File: config.mk
export PLATFORM = sky130hd
export DESIGN_NAME = ps2_host_tx
export DESIGN_NICKNAME = d
export VERILOG_FILES = /design/src/rtl/ps2_pkg.sv /design/src/rtl/ps2_line_sync.sv /design/src/rtl/ps2_host_tx.sv
export SDC_FILE = /design/constraint.sdc
export NUM_CORES = 1
export LEC_CHECK = 0
export BUFFER_PORTS_ARGS = -buffer_cell sky130_fd_sc_hd__buf_2
export CORE_ASPECT_RATIO = 1.2
export CORE_MARGIN = 2
export CORE_UTILIZATION = 45
export CTS_CLUSTER_DIAMETER = 40
export DETAILED_ROUTE_END_ITERATION = 8
export PLACE_DENSITY = 0.74
export SYNTH_ARGS = -nofsm -noshare
export SYNTH_HDL_FRONTEND = slang
export SYNTH_SLANG_ARGS = --single-unit
export TNS_END_PERCENT = 20
File: constraint.sdc
create_clock -name clk -period 3.2 [get_ports clk]
set_input_delay 0.64 -clock clk [delete_from_list [all_inputs] [get_ports clk]]
set_output_delay 0.64 -clock clk [all_outputs]
set_load 0.03 [all_outputs]
File: src/rtl/ps2_pkg.sv
// rtl/ps2_pkg.sv - shared types, register map and status bit indices for the PS/2 host transmitter
package ps2_pkg;

   typedef enum logic [2:0] {
      ST_IDLE,
      ST_INHIBIT,
      ST_START,
      ST_TX,
      ST_ACK,
      ST_WAITREL
   } ps2_state_e;

   // Register offsets as decoded from wb_adr_i[3:2]
   localparam logic [1:0] REG_TXDATA = 2'd0;
   localparam logic [1:0] REG_STATUS = 2'd1;
   localparam logic [1:0] REG_CTRL   = 2'd2;

   // STATUS bit indices
   localparam int BIT_BUSY = 0;
   localparam int BIT_DONE = 1;
   localparam int BIT_NACK = 2;
   localparam int BIT_TMO  = 3;
   localparam int BIT_OVR  = 4;

   // PS/2 frames carry odd parity over the data byte
   function automatic logic odd_parity(input logic [7:0] b);
      return ~^b;
   endfunction

endpackage

File: src/rtl/ps2_line_sync.sv
// rtl/ps2_line_sync.sv - 2-flop synchronizers for PS2_CLK/PS2_DATA and PS2_CLK falling-edge detect
module ps2_line_sync (
   input  logic clk,
   input  logic rst_i,
   input  logic ps2_clk_i,
   input  logic ps2_data_i,
   output logic clk_s_o,
   output logic data_s_o,
   output logic clk_fall_o
);

   logic [1:0] clk_sync_q;
   logic [1:0] data_sync_q;
   logic       clk_prev_q;

   // Synchronize both pins; idle bus level is high, so reset to 1 to avoid a false edge
   always_ff @(posedge clk or posedge rst_i) begin
      if (rst_i) begin
         clk_sync_q  <= 2'b11;
         data_sync_q <= 2'b11;
         clk_prev_q  <= 1'b1;
      end else begin
         clk_sync_q  <= {clk_sync_q[0], ps2_clk_i};
         data_sync_q <= {data_sync_q[0], ps2_data_i};
         clk_prev_q  <= clk_sync_q[1];
      end
   end

   assign clk_s_o    = clk_sync_q[1];
   assign data_s_o   = data_sync_q[1];
   assign clk_fall_o = clk_prev_q & ~clk_sync_q[1];

endmodule

File: src/rtl/ps2_host_tx.sv
// rtl/ps2_host_tx.sv - Wishbone PS/2 host-to-device command transmitter (optional IRQ via PS2_TX_IRQ_EN)
module ps2_host_tx
   import ps2_pkg::*;
#(
   parameter int INHIBIT_CYCLES = 5000,
   parameter int TIMEOUT_CYCLES = 1000000
) (
   input  logic        clk,
   input  logic        wb_rst_i,
   input  logic        wb_cyc_i,
   input  logic        wb_stb_i,
   input  logic        wb_we_i,
   input  logic [31:0] wb_adr_i,
   input  logic [31:0] wb_dat_i,
   input  logic [3:0]  wb_sel_i,
   output logic [31:0] wb_dat_o,
   output logic        wb_ack_o,
   output logic        wb_err_o,
   input  logic        ps2_clk_i,
   input  logic        ps2_data_i,
   output logic        ps2_clk_oe,
   output logic        ps2_data_oe
`ifdef PS2_TX_IRQ_EN
   ,
   output logic        irq
`endif
);

   localparam int CNT_MAX = (INHIBIT_CYCLES > TIMEOUT_CYCLES) ? INHIBIT_CYCLES : TIMEOUT_CYCLES;
   localparam int CW      = $clog2(CNT_MAX + 1);
   localparam logic [CW-1:0] INH_LAST = CW'(INHIBIT_CYCLES - 1);
   localparam logic [CW-1:0] TMO_LAST = CW'(TIMEOUT_CYCLES - 1);

   ps2_state_e  state_q, state_d;
   logic [CW-1:0] cnt_q, cnt_d;
   logic [3:0]  bit_cnt_q, bit_cnt_d;
   logic [7:0]  byte_q, byte_d;
   logic        clk_oe_q, clk_oe_d;
   logic        data_oe_q, data_oe_d;
   logic        done_q, nack_q, tmo_q, ovr_q;
   logic        ack_q, err_q;
   logic        set_done, set_nack, set_tmo;
   logic        clk_s, data_s, clk_fall;
   logic        req, addr_ok, wr, tx_wr, st_wr;
   logic [1:0]  addr;
   logic [31:0] rdata;
   logic        unused_bits;

   ps2_line_sync u_sync (
      .clk        (clk),
      .rst_i      (wb_rst_i),
      .ps2_clk_i  (ps2_clk_i),
      .ps2_data_i (ps2_data_i),
      .clk_s_o    (clk_s),
      .data_s_o   (data_s),
      .clk_fall_o (clk_fall)
   );

   assign req   = wb_cyc_i & wb_stb_i;
   assign addr  = wb_adr_i[3:2];
   assign wr    = ack_q & req & wb_we_i & wb_sel_i[0];
   assign tx_wr = wr & (addr == REG_TXDATA);
   assign st_wr = wr & (addr == REG_STATUS);

`ifdef PS2_TX_IRQ_EN
   logic irq_en_q, irq_q;
   assign addr_ok = (addr == REG_TXDATA) | (addr == REG_STATUS) | (addr == REG_CTRL);
`else
   assign addr_ok = (addr == REG_TXDATA) | (addr == REG_STATUS);
`endif

   // Frame sequencer: next state, line drive and status set pulses
   always_comb begin
      state_d   = state_q;
      cnt_d     = cnt_q;
      bit_cnt_d = bit_cnt_q;
      byte_d    = byte_q;
      clk_oe_d  = 1'b0;
      data_oe_d = data_oe_q;
      set_done  = 1'b0;
      set_nack  = 1'b0;
      set_tmo   = 1'b0;
      case (state_q)
         ST_IDLE: begin
            data_oe_d = 1'b0;
            if (tx_wr) begin
               state_d  = ST_INHIBIT;
               byte_d   = wb_dat_i[7:0];
               cnt_d    = '0;
               clk_oe_d = 1'b1;
            end
         end
         ST_INHIBIT: begin
            clk_oe_d  = 1'b1;
            data_oe_d = 1'b0;
            if (cnt_q == INH_LAST) begin
               state_d   = ST_START;
               data_oe_d = 1'b1;
            end else begin
               cnt_d = cnt_q + 1'b1;
            end
         end
         ST_START: begin
            // Start bit stays low until the device's first falling edge
            state_d   = ST_TX;
            data_oe_d = 1'b1;
            cnt_d     = '0;
            bit_cnt_d = '0;
         end
         ST_TX: begin
            if (cnt_q == TMO_LAST) begin
               state_d   = ST_IDLE;
               data_oe_d = 1'b0;
               set_tmo   = 1'b1;
            end else begin
               cnt_d = cnt_q + 1'b1;
               if (clk_fall) begin
                  bit_cnt_d = bit_cnt_q + 4'd1;
                  if (bit_cnt_q < 4'd8) begin
                     data_oe_d = ~byte_q[bit_cnt_q[2:0]];
                  end else if (bit_cnt_q == 4'd8) begin
                     data_oe_d = ~odd_parity(byte_q);
                  end else begin
                     data_oe_d = 1'b0;
                     state_d   = ST_ACK;
                  end
               end
            end
         end
         ST_ACK: begin
            data_oe_d = 1'b0;
            if (cnt_q == TMO_LAST) begin
               state_d = ST_IDLE;
               set_tmo = 1'b1;
            end else begin
               cnt_d = cnt_q + 1'b1;
               if (clk_fall) begin
                  set_done = 1'b1;
                  set_nack = data_s;
                  state_d  = ST_WAITREL;
               end
            end
         end
         ST_WAITREL: begin
            data_oe_d = 1'b0;
            if (clk_s & data_s) state_d = ST_IDLE;
         end
         default: begin
            state_d   = ST_IDLE;
            data_oe_d = 1'b0;
         end
      endcase
   end

   // Sequencer state and registered open-drain enables
   always_ff @(posedge clk or posedge wb_rst_i) begin
      if (wb_rst_i) begin
         state_q   <= ST_IDLE;
         cnt_q     <= '0;
         bit_cnt_q <= '0;
         byte_q    <= '0;
         clk_oe_q  <= 1'b0;
         data_oe_q <= 1'b0;
      end else begin
         state_q   <= state_d;
         cnt_q     <= cnt_d;
         bit_cnt_q <= bit_cnt_d;
         byte_q    <= byte_d;
         clk_oe_q  <= clk_oe_d;
         data_oe_q <= data_oe_d;
      end
   end

   // Sticky status flags; a set in the same cycle as a W1C clear wins
   always_ff @(posedge clk or posedge wb_rst_i) begin
      if (wb_rst_i) begin
         done_q <= 1'b0;
         nack_q <= 1'b0;
         tmo_q  <= 1'b0;
         ovr_q  <= 1'b0;
      end else begin
         done_q <= (done_q & ~(st_wr & wb_dat_i[BIT_DONE])) | set_done;
         nack_q <= (nack_q & ~(st_wr & wb_dat_i[BIT_NACK])) | set_nack;
         tmo_q  <= (tmo_q  & ~(st_wr & wb_dat_i[BIT_TMO]))  | set_tmo;
         ovr_q  <= (ovr_q  & ~(st_wr & wb_dat_i[BIT_OVR]))  | (tx_wr & (state_q != ST_IDLE));
      end
   end

   // Single-cycle ack/err, never back to back
   always_ff @(posedge clk or posedge wb_rst_i) begin
      if (wb_rst_i) begin
         ack_q <= 1'b0;
         err_q <= 1'b0;
      end else begin
         ack_q <= req & ~ack_q & ~err_q & addr_ok;
         err_q <= req & ~ack_q & ~err_q & ~addr_ok;
      end
   end

`ifdef PS2_TX_IRQ_EN
   // Interrupt enable register and registered interrupt output
   always_ff @(posedge clk or posedge wb_rst_i) begin
      if (wb_rst_i) begin
         irq_en_q <= 1'b0;
         irq_q    <= 1'b0;
      end else begin
         if (wr & (addr == REG_CTRL)) irq_en_q <= wb_dat_i[0];
         irq_q <= irq_en_q & (done_q | tmo_q);
      end
   end
   assign irq = irq_q;
`endif

   // Read data mux; TXDATA and unmapped offsets read as zero
   always_comb begin
      rdata = '0;
      if (addr == REG_STATUS) begin
         rdata[BIT_BUSY] = (state_q != ST_IDLE);
         rdata[BIT_DONE] = done_q;
         rdata[BIT_NACK] = nack_q;
         rdata[BIT_TMO]  = tmo_q;
         rdata[BIT_OVR]  = ovr_q;
      end
`ifdef PS2_TX_IRQ_EN
      if (addr == REG_CTRL) rdata[0] = irq_en_q;
`endif
   end

   assign wb_dat_o    = req ? rdata : 32'd0;
   assign wb_ack_o    = ack_q;
   assign wb_err_o    = err_q;
   assign ps2_clk_oe  = clk_oe_q;
   assign ps2_data_oe = data_oe_q;

   assign unused_bits = ^{wb_adr_i[31:4], wb_adr_i[1:0], wb_dat_i[31:8], wb_sel_i[3:1]};

endmodule

* Word level (Yosys, flattened, before mapping) *
Cells that the tools add are included.

word-level totals
  flip-flop bits (word level) = 48
  input port bits = 75
  output and inout bits = 36
  word-level logic and storage cells = 123

cells by class
  add/sub/neg operators = 2
  order comparisons = 2
  equal/unequal tests = 20
  multiplexer cells = 37
  bitwise logic cells = 36
  reduce and logical (&&, ||, !) cells = 11

operators by type and width
  kind                   count
  $pmux 20 s4            1
  $mux 20                3
  $mux 3                 9
  $and 1x1->1            21
  $add 20x1->20 const B  1
  $eq 20x13->1 const B   1
  $eq 20x20->1 const B   1
  $pmux 3 s6             1
  $mux 1                 15
  $ne 2x2->1 const B     7
  $ne 3x3->1 const B     4
  $mux 5                 2
  $not 1->1              10
  $mux 4                 2
  $pmux 4 s2             1
  $reduce_xnor 8->1      1
  $reduce_and 7->1       1
  $eq 3x2->1 const B     2
  $eq 3x3->1 const B     2
  $or 1x1->1             5
  $add 4x1->4 const B    1
  $eq 4x4->1 const B     1
  $lt 3x4->1 const B     1
  $lt 4x4->1 const B     1
  other kinds (14)       14

* Logic depth before layout (Yosys ltp) *
Gate-level depths: netlist (run 1).

  depth after elaboration = 9
  gate-level depth with buffers = 9
  gate-level depth less buffers = 7

* Cells and area by module *
A second synthesis (run 1) with hierarchy kept.

second synthesis, totals
  cells, all modules = 296
  area total of the unflattened synthesis = 2864.0 um^2

modules (own cells, without submodules)
  module         instances  cells each  area each (um^2)  sequential area each (um^2)
  ps2_host_tx    1          289         2715.1            1076.0
  ps2_line_sync  1          7           148.9             131.4

* Worst setup path before layout (run 1) *
OpenSTA, ideal clock, no wires.

  path kind = input to register
  from = input port wb_adr_i[3]
  to = register cnt_q[7]
  setup time = 67 ps
  data arrival time = 2161 ps
  data required time = 3133 ps
  slack = 972 ps
  stages = 7
  buffers on the path = 1
  path through = nand3b_4 > nor3_2 > o21ai_2 > and4_4 > buf_4 > or4_2 > nand2_1

between the ends
  cells in the longest elaborated chain, start to end = 4

ends and longest elaborated chain
  item                               line                RTL
  start: declaration                 ps2_host_tx.sv:13   input logic [31:0] wb_adr_i,
  $logic_not 2->1                    ps2_host_tx.sv:62   assign tx_wr = wr & (addr == REG_TXDATA);
  $and 1x1->1                        ps2_host_tx.sv:62
  $ne 2x2->1 (no source line)        -
  $reduce_and 4->1 (no source line)  -
  end signal: assignment             ps2_host_tx.sv:166  cnt_q <= cnt_d;
  end: declaration                   ps2_host_tx.sv:35   logic [CW-1:0] cnt_q, cnt_d;

Every way passes these cells.
A chain may end at the register's enable or synchronous reset.

* Final worst setup path (run 1) *
  from = register cnt_q[0]
  to = register cnt_q[19]

between the ends
  cells in the longest elaborated chain, start to end = 3
  elaborated cells between the ends (all ways) = 9
  those cells by class = add/sub: 1; eq/ne: 4; mux: 3; reduce/logical: 1

ends and longest elaborated chain
  item                                                    line
  $add 20x1->20 (tied with other cells)                   ps2_host_tx.sv:100, ps2_host_tx.sv:116, ps2_host_tx.sv:136
  $mux 20 (tied with other cells)                         ps2_host_tx.sv:111, ps2_host_tx.sv:132
  $pmux 20 s4 / $reduce_and 4->1 (equally long branches)  -

Parallel ways exist; a longest one is shown, timed or not. The select of a mux whose other input is x is not followed.

==> run metrics, run 1 <==
status finished, final reports clean; RSZ-0062 raised after global routing no; Rel. slew slack 0.348; Routability Congestion between 0.8 and 0.9; Skew-Pair Late Insertion Delay 0.31 ns; vias in the first global route 2195; CP endpoint cnt_q[19]; CTS Root Cell clkbuf_8; CP arrival about 2.7 ns; Mean Syn Cell Area roughly 9.7 um^2; data required time of the worst path 3.41 ns; gr usage total 0.175; top_reg_cell synth dfrtp_1; first-pass GRT wire length 10.0 mm; Lkg Pwr 1.35 nW; clock-pin slew on the worst setup and hold paths 0.09 ns; main combinational cell family by area after synthesis simple AND/OR/NAND/NOR gates; crit-path cells ha_1 -> and3_1 -> or4bb_1 -> o21ai_2 -> and4_4 -> nor4_1 -> o21a_1; Peak Freq 400 MHz; number of synthesized flops with an enable pin 0; min-delay worst type reg -> reg; # Post-CTS Setup Buffers 0; vias per std cell 5.44; io pins 111; Initial DRC Count between 100 and 150; Syn Inst Count 300; synth warn 0; Clock Sinks 48; max cap viols 0; drt drc 0; CTS tree yes; layout cells sized above 1 0.204; Worst Skew 0.00661 ns; final worst slack around 0.70 ns; routed vias 2227; WL final 5.67 mm; hold buffers post-CTS 0; Synth Area in Adders 0.0173; fin nets 402; cell area after synthesis 2900 um^2; Critical Path Fanout Max 40; Synth Area in Simple Gates 0.254; Worst Hold Depth 0; r2r startpoint cnt_q[0]; PostCTS Resize Cnt 0; Async S/R FF share, synth 1.00; crit path launch cnt_q[0]; sequential area share after synthesis 0.417; antenna viol nets, final 0; compound-cell area share of the yosys netlist 0.133; Final min period 2.50 ns; TritonCTS buffer count 5; synth unique cells 60; worst reg2reg path depth 7; largest net degree at the start of global routing between 40 and 50; post-synthesis mux area share 0.0466; crit share post-route 0.781; clock buffer depth 2; CP max stage delay between 0.5 and 0.6 ns; Ant. Diodes 0; final slew viol count 0; Wirelength per Cell 13.9 um; setup TNS 0 ns; Synth Register Bits 48; area grow syn2layout 5.74%; Worst IR Drop VDD 244 uV; Worst Max-Slew Pin Slew 0.977 ns; Die Span X 77.3 um; Core Area 6330 um^2; Crit-path slowest cell or4bb_1; crit end category flop; Die Footprint 7100 um^2; Chip Height ~90 um; initial antenna violation count 0; reg2reg setup slack 0.70 ns; Post-Synth XOR/XNOR Area 0.0242; Reg-to-Reg End cnt_q[19]; Startpoint Class flop; Setup Crit Path Kind reg -> reg; starting density of the core 0.458; cell area power density 353 nW/um^2; detailed placement HPWL 4.21 mm; grt ovf 0; Place WS 0.686 ns; Hold Violations, Final 0; H-Tree Depth 2; Pre-Repair DR Iteration Count 5; Final Setup Violations 0; IO Port Bufs 26; # rows 32
[cell type report]
type / count / area (um^2)
inverters: 12 / 45.0
clock inverters: 2 / 15.0
clock buffers: 6 / 82.6
multi-input cells: 230 / 1480
fillers: 595 / 3260
repair buffers: 26 / 130
flip-flops and latches: 48 / 1210
well taps: 85 / 106
[stage by stage]
step	cell area, um^2	power, mW	util	hold WS [ns]	std cells
2_1_floorplan	3000	0.714	-	0.345	326
3_3_place_gp	2970	0.708	0.469	0.347	401
3_5_place_dp	2970	0.709	0.469	0.347	401
4_1_cts	3060	1.09	0.484	0.360	409
5_1_grt	3060	1.13	0.484	0.364	409
6_report	3060	1.08	0.484	0.360	409
[sequential cells by signal (all words and copies together), names as in the netlist]
register	flops
cnt_q	20
byte_q	8
bit_cnt_q	4
state_q	3
u_sync.clk_sync_q	2
u_sync.data_sync_q	2
done_q	1
nack_q	1
ovr_q	1
ps2_clk_oe	1
ps2_data_oe	1
tmo_q	1
u_sync.clk_prev_q	1
wb_ack_o	1
wb_err_o	1
[layer usage]
layer | GRT usage | part of all wire | vias to the layer above
met3 | 0.0236 | 0.040 | 7
li1 | - | - | 1077
met2 | 0.308 | 0.52 | 45
met4 | 0.0729 | 0.016 | 0
met1 | 0.213 | 0.43 | 1098
met5 | 0 | 0 | -
[layout by cell type, fill, tap and decap left out, drive strengths merged, types with 2 or more instances in the layout]
cell type,count
o41ai,4
nand3,13
nor4,4
xnor2,7
o311ai,2
clkinvlp,2
inv,12
o21a,3
or2,2
or3,9
a21oi,16
o211ai,3
ha,4
nand2b,4
conb,27
nand2,28
o31ai,6
clkbuf,6
and2,8
mux2,8
dfstp,5
dfrtp,43
and3,3
nand4,6
o31a,2
nand3b,3
nor2,12
o21ai,16
and4,2
nor3,8
or4,13
a21o,2
mux4,2
buf,26
nor2b,3
[critical path, delay by kind of cell (launching register included)]
family          cells  cell delay (ns)
flops               1             0.46
fa+ha+maj           1             0.23
simple gates        4             1.37
compound gates      2             0.33
[power breakdown]
part | internal (mW) | leakage [nW] | switching, mW
logic | 0.0123 | 0.675 | 0.0671
clock network | 0.175 | 0.0434 | 0.211
registers | 0.614 | 0.627 | 0.00264
total | 0.802 | 1.35 | 0.281
[cell usage after synthesis, drive strengths merged (3+ instances only)]
cell type   n  area [um^2]
a21oi      16         80.1
and2        8         50.1
and3        3         18.8
buf        32          245
clkbuf      3         11.3
dfrtp      43         1080
dfstp       5          131
ha          4         50.1
inv        12         45.0
mux2        8         90.1
nand2      28          108
nand2b      4         25.0
nand3      13         65.1
nand3b      3         35.0
nand4       6         37.5
nor2       12         45.0
nor2b       3         18.8
nor3        8         50.1
nor4        4         40.0
o211ai      3         22.5
o21a        3         22.5
o21ai      16         87.6
o31ai       6         45.0
o41ai       4         42.6
or3         9         56.3
or4        13          103
xnor2       7         61.3
[worst min-delay path by stage]
stage | startpoint | endpoint | slack (ns)
after floorplan | u_sync.clk_sync_q[0] | u_sync.clk_sync_q[1] | 0.35
after global placement | u_sync.data_sync_q[0] | u_sync.data_sync_q[1] | 0.35
after detailed placement | u_sync.clk_sync_q[0] | u_sync.clk_sync_q[1] | 0.35
after CTS | u_sync.clk_sync_q[0] | u_sync.clk_sync_q[1] | 0.36
after global routing | u_sync.clk_sync_q[0] | u_sync.clk_sync_q[1] | 0.36
final | u_sync.clk_sync_q[0] | u_sync.clk_sync_q[1] | 0.36
[kinds of logic (layout without fill, tap and decap cells)]
logic type / after synthesis / in the layout
flops: 48 / 48
simple gates: 123 / 123
other cells: 1 / 27
buf+inv: 48 / 46
fa+ha+maj: 4 / 4
xor+xnor: 8 / 8
mux: 10 / 10
compound gates: 58 / 58
(Power assumes the default switching activity.)
==> run 2: changes to the inputs <==
clock period = 2.4 ns   (was 3.2 ns; I/O delays follow)
==> run 2 against run 1 <==
Compared with the run above: via count rose by 1.7%; clock skew rose by 0.0046 ns; utilization rose by 1.5 points; fmax rose by 11%; sequential share of layout area fell by 1.2 points; sequential cell count did not move; global-route usage fell by 0.055 points; clock power rose by 24%; worst hold slack got worse by 0.14 ns; cell count rose by 2.7%; critical path type unchanged.
==> run metrics, run 2 (synthesis results as in run 1) <==
CTS Root Cell clkbuf_8; Worst Skew 0.0112 ns; most common cell after layout, fill and taps aside dfrtp_1; Clock Sinks 48; crit end category flop; Ant. Diodes 0; data required time of the worst path between 2 and 3 ns; min-delay worst type in -> async; final hold slack 0.215 ns; max reg flops 20; fin nets 413; Wirelength per Cell about 14 um; cell area power density 448 nW/um^2; Die Span X 77.3 um; gr usage total 0.174; drt drc 0; hold buffers post-CTS 0; top flop regs cnt_q (20), byte_q (8), bit_cnt_q (4); # rows 32; vias in the first global route 2144; clock-pin slew on the worst setup and hold paths 0.10 ns; Finished Cell Area 3160 um^2; IO Port Bufs 26; vias per std cell 5.39; RSZ-0062 raised after global routing no; Initial DRC Count ~140; Die Footprint 7100 um^2; area of the multi-input gates between 1000 and 1500 um^2; area grow syn2layout 9.11%; Routability Congestion 0.831; Pre-Repair DR Iteration Count 4; detailed placement HPWL ~4.5 mm; placed inst area roughly 3000 um^2; CTS tree yes; status finished, final reports clean; TritonCTS buffer count 5; final slew viol count 0; Lkg Pwr 1.42 nW; Core Area 6330 um^2; Chip Height around 92 um; Hold Violations, Final 0; antenna viol nets, final 0; first-pass GRT wire length 9.94 mm; Setup Crit Path Kind reg -> reg; Reg with most FFs cnt_q; grt ovf 0; Worst IR Drop VDD 247 uV; CP arrival 2.45 ns; clock buffer depth 2; Rel. slew slack 0.625; reg2reg setup slack 0.14 ns; Final Setup Violations 0; max cap viols 0; Worst Max-Slew Pin Slew around 0.56 ns; starting density of the core 0.458; io pins 111; routed vias 2265; Critical Path Fanout Max 28; # Post-CTS Setup Buffers 0; Final min period 2.26 ns; Skew-Pair Late Insertion Delay 0.31 ns; most frequent cells in the layout dfrtp_1 (43), nand2_1 (27), conb_1 (27); layout cells sized above 1 0.230; crit share post-route 0.940; H-Tree Depth 2; fillers approximately 600; setup TNS 0 ns; WL final 5.95 mm; largest net degree at the start of global routing 29; initial antenna violation count 0; register area 1210 um^2; Peak Freq 443 MHz; PostCTS Resize Cnt 0; Startpoint Class flop
-- run 2: cell types whose count changed in the layout (fill, tap and decap cells not counted) --
| cell | before | now |
|---|---|---|
| buf_12 | 0 | 2 |
| buf_4 | 0 | 9 |
| clkinvlp_4 | 2 | 0 |
| clkbuf_8 | 6 | 5 |
| clkinv_4 | 0 | 1 |
| clkinv_2 | 0 | 2 |
-- run 2: worst paths after layout --
kind / start / endpoint / cells after the start
min: wb_rst_i / cnt_q[9] / 2
min in group clk: ps2_data_i / u_sync.data_sync_q[0] / 1
max reg2reg: cnt_q[1] / cnt_q[19] / 8
min reg2reg: u_sync.clk_sync_q[0] / u_sync.clk_sync_q[1] / 0
max: cnt_q[1] / cnt_q[19] / 8
max in group asynchronous: wb_rst_i / u_sync.clk_prev_q / 3
-- run 2: through the flow --
step,utilization,setup slack [ns],cells,power (mW)
final,0.500,0.145,420,1.42
after global routing,0.500,0.00143,420,1.46
after CTS,0.500,0.143,420,1.42
after detailed placement,0.486,0.141,412,0.951
after global placement,0.486,0.183,412,0.949
after floorplan,-,0.204,326,0.953
-- run 2: cell type report --
| type | count | area share |
|---|---|---|
| Sequential cell | 48 | 0.382 |
| Tap cell | 85 | 0.0336 |
| Multi-Input combinational cell | 230 | 0.467 |
| Clock buffer | 5 | 0.0218 |
| Clock inverter | 3 | 0.00594 |
| Timing Repair Buffer | 37 | 0.0752 |
| Inverter | 12 | 0.0142 |
-- run 2: routing by layer --
metal / global-route usage / wire length, um / up-vias
met5: 0 / 0 / -
met4: 0.0685 / 109 / 0
met3: 0.0276 / 179 / 11
met2: 0.299 / 3000 / 43
met1: 0.219 / 2660 / 1103
li1: - / - / 1108
-- run 2: where the power goes --
| group | internal [mW] | switching [mW] |
|---|---|---|
| registers | 0.819 | 0.00344 |
| logic | 0.0208 | 0.0916 |
| clock network | 0.204 | 0.277 |
| total | 1.04 | 0.372 |
-- run 2: critical path: stages, from the launching register on --
cell       delay (ns)
dfrtp_1          0.43
ha_1             0.19
nand4bb_1        0.14
or4_1            0.48
o41ai_2          0.22
and4_4           0.28
buf_12           0.16
nor4_1           0.07
o21a_1           0.17
==> run 3: changes to the inputs <==
CAP_MARGIN = 20   (was not set)
CORE_UTILIZATION = 39   (was 45)
PLACE_DENSITY = 0.67   (was 0.74)
==> run 3 against run 2 <==
Compared with the run above: worst hold slack better by 0.054 ns; utilization down 5.3 points; die area up 15%; clock-buffer cell count unchanged; largest power group unchanged; highest routed layer unchanged.
==> run metrics, run 3 (synthesis results as in run 1) <==
status finished, final reports clean; final slew viol count 0; Clock Sinks 48; DR WL met2 about 3 mm; CTS Root Cell clkbuf_8; WL final 5.97 mm; largest net degree at the start of global routing 33; RSZ-0062 raised after global routing no; grt ovf 0; TritonCTS buffer count 5; Hold Violations, Final 0; # rows 34; data required time of the worst path 2.60 ns; top flop regs cnt_q (20), byte_q (8), bit_cnt_q (4); switching fraction of total power 0.253; most frequent cells in the layout dfrtp_1 (42), nand2_1 (27), conb_1 (27); most common cell after layout, fill and taps aside dfrtp_1; Peak Freq approximately 450 MHz; Ant. Diodes 0; Final Setup Violations 0; Seq pwr share 0.533; clock buffer depth 2; Combinational Power Share 0.072; Critical Path Fanout Max 22; setup TNS 0 ns; min-delay worst type in -> reg; switching pwr 0.391 mW; crit share post-route 0.932; first-pass GRT wire length 10.1 mm; Wirelength per Cell approximately 14 um; final hold slack approximately 0.27 ns; Pre-Repair DR Iteration Count 4; Worst Skew 0.00918 ns; cell area power density 478 nW/um^2; vias in the first global route between 2000 and 2500; Die Footprint 8140 um^2; routed wl met3 about 160 um; antenna viol nets, final 0; vias per std cell 5.15; IO Port Bufs 26; Final min period 2.24 ns; gr usage total 0.157; clock-pin slew on the worst setup and hold paths 0.09 ns; Skew-Pair Late Insertion Delay 0.31 ns; CP arrival roughly 2.4 ns; Initial DRC Count 53; Chip Height just under 100 um; fin nets 417; layout cells sized above 1 0.245; routed vias 2211; H-Tree Depth 2; io pins 111; clock share of power 0.395; max reg flops 20; detailed placement HPWL between 4 and 5 mm; crit end category flop; Die Span X 82.7 um; Worst IR Drop VDD 264 uV; Top Metal Used met4; Rel. slew slack 0.534; max cap viols 0; Routability Congestion 0.819; Core Area 7230 um^2; starting density of the core 0.401; initial antenna violation count 0; total internal power 1.15 mW; Worst Max-Slew Pin Slew 0.697 ns; Finished Cell Area 3230 um^2; drt drc 0; Reg with most FFs cnt_q; met1 wire length 2.67 mm; placed inst area 3110 um^2; area grow syn2layout 11.5%; CTS tree yes; Lkg Pwr 1.44 nW; Startpoint Class flop; Setup Crit Path Kind reg -> reg
==> run 3: cell types whose count changed in the layout (fill, tap and decap cells not counted) <==
cell / before / now
buf_4: 9 / 13
ha_1: 4 / 3
clkinv_2: 2 / 0
dfrtp_1: 43 / 42
bufinv_16: 0 / 1
ha_2: 0 / 1
dfrtp_2: 0 / 1
clkinv_4: 1 / 2
==> run 3: through the flow <==
stage          utilization  power, mW  worst slack (ns)  instances
2_1_floorplan            -      0.953             0.204        326
3_3_place_gp         0.430      0.948             0.119        421
3_5_place_dp         0.430      0.950            0.0966        421
4_1_cts              0.446       1.57            0.0722        429
5_1_grt              0.447       1.61            0.0157        429
6_report             0.447       1.54             0.163        429
==> run 3: final timing paths <==
kind / start / end / slack [ns] / depth (start not counted)
max: cnt_q[1] / cnt_q[19] / 0.16 / 8
min: ps2_data_i / u_sync.data_sync_q[0] / 0.27 / 1
max reg2reg: cnt_q[1] / cnt_q[19] / 0.16 / 8
min reg2reg: u_sync.data_sync_q[0] / u_sync.data_sync_q[1] / 0.35 / 0
max in group asynchronous: wb_rst_i / cnt_q[6] / 1.51 / 3
min in group asynchronous: wb_rst_i / cnt_q[8] / 0.28 / 2
==> run 3: final cells by class <==
type                    count  area (um^2)
inverters                  12         45.0
clock buffers               5         68.8
fillers                   727         4000
clock inverters             3         47.5
flip-flops and latches     48         1210
well taps                  90          113
repair buffers             41          268
multi-input cells         230         1480
==> run 3: repair_timing <==
item                                    4_1_cts  5_1_grt
endpoints found under the setup margin        0       16
hold buffers                                  0        0
hold endpoints to repair                      0        0
resized for setup                             0        2
setup buffers                                 0        0
==> run 3: power groups by stage <==
stage	registers [mW]	logic [mW]	clock network, mW
floorplan	0.840	0.112	0
global placement	0.838	0.110	0
detailed placement	0.838	0.112	0
CTS	0.823	0.112	0.632
global route	0.824	0.122	0.667
finish	0.823	0.110	0.610
==> run 3: worst max-delay path: stages (launching register included) <==
cell       delay, ns
dfrtp_1         0.43
ha_1            0.19
nand4bb_1       0.12
or4_1           0.45
o41ai_2         0.24
and4_4          0.31
buf_12          0.15
nor4_1          0.06
o21a_1          0.17
==> run 3: routing by layer <==
metal	track usage	vias up
met5	0	-
met4	0.0492	0
met3	0.0293	6
met2	0.270	29
met1	0.197	1063
li1	-	1113
